==> config.mk <==
export PLATFORM = sky130hd
export DESIGN_NAME = packet_stats
export DESIGN_NICKNAME = d
export VERILOG_FILES = /design/src/rtl/stats_pkg.sv /design/src/rtl/edge_counter.sv /design/src/rtl/packet_stats.sv
export SDC_FILE = /design/constraint.sdc
export NUM_CORES = 1
export LEC_CHECK = 0
export CORE_UTILIZATION = 46
export CTS_CLUSTER_DIAMETER = 120
export DETAILED_ROUTE_END_ITERATION = 10
export GPL_ROUTABILITY_DRIVEN = 1
export HOLD_SLACK_MARGIN = 0.1
export SLEW_MARGIN = 25
export SYNTH_ARGS = -nofsm -noshare
export SYNTH_HDL_FRONTEND = slang
export SYNTH_HIERARCHICAL = 1
export SYNTH_SLANG_ARGS = --single-unit
==> constraint.sdc <==
create_clock -name clk -period 4.8 [get_ports clk]
set_clock_uncertainty 0.2 [all_clocks]
set_input_delay 0.96 -clock clk [delete_from_list [all_inputs] [get_ports clk]]
set_output_delay 0.96 -clock clk [all_outputs]
set_load 0.005 [all_outputs]
==> src/rtl/stats_pkg.sv <==
// Shared types and constants for the packet statistics block: receive FSM
// states, display-select encoding and a small width helper.
package stats_pkg;

    typedef enum logic [1:0] {
        ST_DRAIN = 2'd0,
        ST_IDLE  = 2'd1,
        ST_RX    = 2'd2
    } state_t;

    localparam logic [1:0] SEL_FRAMES = 2'd0;
    localparam logic [1:0] SEL_GOOD   = 2'd1;
    localparam logic [1:0] SEL_BAD    = 2'd2;
    localparam logic [1:0] SEL_LEN    = 2'd3;

    function automatic int max_int(input int a, input int b);
        return (a > b) ? a : b;
    endfunction

endpackage

==> src/rtl/edge_counter.sv <==
// Rising-edge detector feeding a CNT_W event counter; the counter either
// saturates or wraps, and a synchronous clear overrides any increment.
module edge_counter #(
    parameter int CNT_W    = 14,
    parameter int SATURATE = 1
) (
    input  logic             clk,
    input  logic             rst,
    input  logic             clr,
    input  logic             sig,
    input  logic             qual,
    output logic [CNT_W-1:0] count
);

    logic sig_d;
    logic rise;

    assign rise = sig & ~sig_d & qual;

    // one-cycle delayed copy of the monitored level
    always_ff @(posedge clk or posedge rst) begin
        if (rst) begin
            sig_d <= 1'b0;
        end else begin
            sig_d <= sig;
        end
    end

    // event counter with clear priority and overflow policy
    always_ff @(posedge clk or posedge rst) begin
        if (rst) begin
            count <= '0;
        end else if (clr) begin
            count <= '0;
        end else if (rise) begin
            if ((SATURATE != 0) && (count == {CNT_W{1'b1}})) begin
                count <= count;
            end else begin
                count <= count + CNT_W'(1);
            end
        end else begin
            count <= count;
        end
    end

endmodule

==> src/rtl/packet_stats.sv <==
// Frame / checksum statistics: counts received frames, good and bad checksums,
// latches the last frame length in bytes and presents one statistic at a time.
module packet_stats
    import stats_pkg::*;
#(
    parameter int CNT_W    = 14,
    parameter int LEN_W    = 16,
    parameter int SATURATE = 1,
    localparam int OUT_W   = max_int(CNT_W, LEN_W)
) (
    input  logic             clk,
    input  logic             rst,
    input  logic             axiiv,
    input  logic             done,
    input  logic             kill,
    input  logic             clr,
    input  logic [1:0]       sel,
    output logic [OUT_W-1:0] count_out,
    output logic             frame_active,
    output logic             done_flag,
    output logic             kill_flag
);

    localparam int DIB_W = LEN_W + 2;

    state_t           state;
    logic [DIB_W-1:0] dibit_cnt;
    logic [LEN_W-1:0] last_len;
    logic             frame_start;
    logic [CNT_W-1:0] frame_cnt;
    logic [CNT_W-1:0] good_cnt;
    logic [CNT_W-1:0] bad_cnt;

    assign frame_start = (state == ST_IDLE) && axiiv;

    // receive FSM with dibit counter and byte-length capture; DRAIN swallows
    // any frame already in flight when reset is released
    always_ff @(posedge clk or posedge rst) begin
        if (rst) begin
            state     <= ST_DRAIN;
            dibit_cnt <= '0;
            last_len  <= '0;
        end else begin
            case (state)
                ST_DRAIN: begin
                    if (!axiiv) begin
                        state <= ST_IDLE;
                    end else begin
                        state <= ST_DRAIN;
                    end
                end
                ST_IDLE: begin
                    if (axiiv) begin
                        state     <= ST_RX;
                        dibit_cnt <= DIB_W'(1);
                    end else begin
                        state <= ST_IDLE;
                    end
                end
                ST_RX: begin
                    if (axiiv) begin
                        if (dibit_cnt != {DIB_W{1'b1}}) begin
                            dibit_cnt <= dibit_cnt + DIB_W'(1);
                        end else begin
                            dibit_cnt <= dibit_cnt;
                        end
                    end else begin
                        state    <= ST_IDLE;
                        last_len <= dibit_cnt[DIB_W-1:2];
                    end
                end
                default: begin
                    state <= ST_DRAIN;
                end
            endcase
            if (clr) begin
                last_len <= '0;
            end
        end
    end

    edge_counter #(.CNT_W(CNT_W), .SATURATE(SATURATE)) u_frames (
        .clk   (clk),
        .rst   (rst),
        .clr   (clr),
        .sig   (frame_start),
        .qual  (1'b1),
        .count (frame_cnt)
    );

    // a simultaneous kill turns a done edge into a bad-only event
    edge_counter #(.CNT_W(CNT_W), .SATURATE(SATURATE)) u_good (
        .clk   (clk),
        .rst   (rst),
        .clr   (clr),
        .sig   (done),
        .qual  (~kill),
        .count (good_cnt)
    );

    edge_counter #(.CNT_W(CNT_W), .SATURATE(SATURATE)) u_bad (
        .clk   (clk),
        .rst   (rst),
        .clr   (clr),
        .sig   (kill),
        .qual  (1'b1),
        .count (bad_cnt)
    );

    // registered status flags
    always_ff @(posedge clk or posedge rst) begin
        if (rst) begin
            frame_active <= 1'b0;
            done_flag    <= 1'b0;
            kill_flag    <= 1'b0;
        end else begin
            frame_active <= (state == ST_RX);
            done_flag    <= done;
            kill_flag    <= kill;
        end
    end

    // registered display mux, zero-extended to the common output width
    always_ff @(posedge clk or posedge rst) begin
        if (rst) begin
            count_out <= '0;
        end else begin
            case (sel)
                SEL_FRAMES: count_out <= OUT_W'(frame_cnt);
                SEL_GOOD:   count_out <= OUT_W'(good_cnt);
                SEL_BAD:    count_out <= OUT_W'(bad_cnt);
                SEL_LEN:    count_out <= OUT_W'(last_len);
                default:    count_out <= '0;
            endcase
        end
    end

endmodule

==> summary.txt <==
Logic synthesis
  • Synth Instances: approximately 480
  • Leading register cell type out of synthesis: dfrtp_1
  • EDFF count, synth: 0
  • Post-synth top area cell: dfrtp_1
  • Sequential-to-total area share from yosys stat: 49.1%
  • Commonest cells in the netlist: dfrtp_1 (100), a21oi_1 (36), nand2_1 (27), or3_1 (27), o21ai_0 (26)
  • Top post-synthesis cells by area: dfrtp_1 (49%), mux4_2 (6.2%), a21oi_1 (3.5%)
  • Share of the synthesized area in the top cell type: 49.1%
  • Synthesized area per cell: 10.7 um^2
  • Synth Cell Area: 5100 um^2
  • Synthesized flop and latch total: 100
  • Asr flop ratio synth: 100%
  • Synth warn: 6
  • Most common cell in the netlist: dfrtp_1
  • Distinct cells, synth: 49

Placed design
  • Placer Congestion: roughly 0.83
  • Dpl ws: ~1400 ps
  • Post-DP HPWL: 8820 um
  • Placed cells: between 600 and 700
  • Port bufs: 26

Critical path
  • Crit-path max FO: 9
  • CP Launch Type: primary input
  • Setup slack, reg-to-reg: 2040 ps
  • Worst EP arrival: about 3100 ps
  • Critical Path RT: 4900 ps
  • Crit. End Element: register
  • Worst Setup Path Type: in2reg
  • Critical R2R Capture: dibit_cnt[8]
  • Reg2reg path depth: 6
  • R2r startpoint: state[0]

Clock tree
  • Clock Path Buffers: 2
  • Hold Buf Count CTS: 0
  • H-tree Lvls: 3
  • CTS tree: yes
  • Post_cts resized: 0
  • CTS Buf Count: 9
  • Clock Sinks: 100
  • # Post-CTS Setup Buffers: 0
  • Clock transition at path regs: 100 ps
  • Root buffer cell: clkbuf_8
  • Clk_lat worst skew: 390 ps

STA
  • Final Max Slew Viols: 0
  • Final WS setup: approximately 1800 ps
  • Achievable frequency: 0.333 GHz
  • Slew headroom: 44.5%
  • Tmin final: 3010 ps
  • Hold Violations, Final: 0
  • RSZ-0062 raised after global routing: no
  • Worst Tran Pin Value: between 800 and 900 ps
  • Fin crit share: 62.6%
  • Setup TNS: 0 ps
  • Final setup viols: 0

Detailed routing
  • DR WL/cell: 19.1 um
  • Vias: 3916
  • Iteration-0 DRC Markers: 251
  • Vias/cell: between 6 and 7
  • Post-DRT Antenna Nets: 0
  • DRC viols: 0
  • Routed WL: 12300 um
  • DR pass1 iterations: 5

Floorplan
  • Die W: 107 um
  • Starting density of the core: between 40% and 50%
  • Ports: 27
  • Cell Rows: 38
  • Vert. Die Dim: 107 um
  • Core area: 10800 um^2
  • Die ar.: 11500 um^2

Global routing
  • Pin count of the biggest net entering global routing: 50
  • Gr usage total: roughly a quarter
  • First-pass GRT wire length: slightly above 20000 um
  • Initial antenna violation count: 1
  • Vias in the first global route: 3753
  • Gr ovfl total: 0

Final layout
  • Layout Cells excl Fill: 643
  • Filler instances: approximately 1000
  • Multi-input gate area: 2460 um^2
  • Area growth syn-to-layout: 10.9%
  • Final Util: around 52%
  • Layout cells sized above 1: a little under an eighth
  • NumNets Final: just over 500
  • Total area of sequential cells: 2500 um^2
  • ANT cells: 0

Power
  • P_sw: 0.379 mW
  • Leakage: between 2 and 2.5 nW
  • Peak VDD IR: 0.188 mV
  • Switch share: 24.9%
  • Combinational fraction of design power: 6.2%
  • PD cells: 268 nW/um^2
  • Seq pwr share: 57.1%
  • Clock Power Share: 36.7%
  • Cell Int Power: about 1.1 mW

Flow run
  • Max-cap viol count: 0

Status
  • Outcome: complete, no violations

Worst hold path
  • Hold Startpoint: last_len[15]
  • Worst-case hold path end point: last_len[15]
  • Hold crit path type: reg2reg
  • Hold Path Depth: 1
==> final cells by class <==
| cell class | instances | share of cell area (%) |
|---|---|---|
| repair buffers | 29 | 4.91 |
| clock inverters | 6 | 1.11 |
| multi-input cells | 347 | 43.4 |
| clock buffers | 10 | 2.43 |
| well taps | 140 | 3.10 |
| inverters | 11 | 0.752 |
| flip-flops and latches | 100 | 44.3 |
==> power groups by stage <==
stage,registers (mW),clock network [mW],logic (mW)
final,0.867,0.557,0.0935
after floorplan,0.880,0,0.0671
after CTS,0.867,0.578,0.0961
after global routing,0.870,0.603,0.107
after detailed placement,0.884,0,0.0955
after global placement,0.883,0,0.0938
==> layout by cell type (no fill, tap or decap), types with 7 or more instances in the layout <==
| cell type | n |
|---|---|
| dfrtp_1 | 100 |
| a22o_1 | 16 |
| nor4_1 | 8 |
| nand2_1 | 27 |
| nand2b_1 | 10 |
| clkbuf_8 | 10 |
| or3_1 | 27 |
| and3_1 | 7 |
| o21ai_0 | 26 |
| nand4_1 | 21 |
| o21ai_1 | 13 |
| nand3_1 | 25 |
| o31ai_1 | 9 |
| clkdlybuf4s50_1 | 25 |
| mux2i_1 | 7 |
| a21oi_1 | 35 |
| nor2_1 | 22 |
| mux4_2 | 14 |
| inv_1 | 9 |
==> worst max path at each step <==
| stage | start | end | depth (start not counted) |
|---|---|---|---|
| floorplan | axiiv | u_frames/count[12] | 7 |
| global placement | axiiv | u_frames/count[11] | 6 |
| detailed placement | axiiv | u_frames/count[12] | 6 |
| CTS | axiiv | u_frames/count[12] | 6 |
| global route | axiiv | u_frames/count[12] | 6 |
| finish | axiiv | u_frames/count[11] | 6 |
==> flip-flops by register name (all words and copies together), names as in the netlist <==
name	count
last_len	16
u_good/sig_d	1
frame_active	1
u_bad/count	14
u_frames/sig_d	1
done_flag	1
dibit_cnt	18
count_out	16
u_good/count	14
kill_flag	1
u_frames/count	14
state	2
u_bad/sig_d	1
==> cell families (layout without fill, tap and decap cells) <==
kind of cell,Yosys count,count (layout),share of synthesized area (%)
AOI/OAI and AO/OA,114,114,13.6
muxes,24,24,8.22
DFF,100,100,49.1
buffers and inverters,33,56,3.19
and+or+nand+nor,196,196,24.3
other,1,6,0.0735
adders and majority gates,4,4,0.982
xor gates and xnor gates,3,3,0.515
==> critical path, stage by stage <==
cell	delay, ps
clkdlybuf4s50_1	630
and2_1	300
nand3b_1	200
or4_1	560
or3_1	320
a21oi_1	140
==> metal layers <==
layer | GRT usage [%] | share of wire, % | routed length [um] | up-vias
met2 | 37.3 | 49 | 5950 | 89
met1 | 30.9 | 45 | 5520 | 1947
met4 | 7.05 | 1.7 | 207 | 2
met3 | 6.78 | 4.7 | 571 | 17
met5 | 0 | 0.082 | 10 | -
li1 | - | - | - | 1861
==> through the flow <==
stage               area, um^2  hold slack, ps  power, mW
finish                    5650             315       1.52
global route              5650             341       1.58
CTS                       5660             316       1.54
detailed placement        5460             293      0.979
global placement          5460             285      0.977
floorplan                 5120             265      0.947
(Power assumes the default switching activity.)
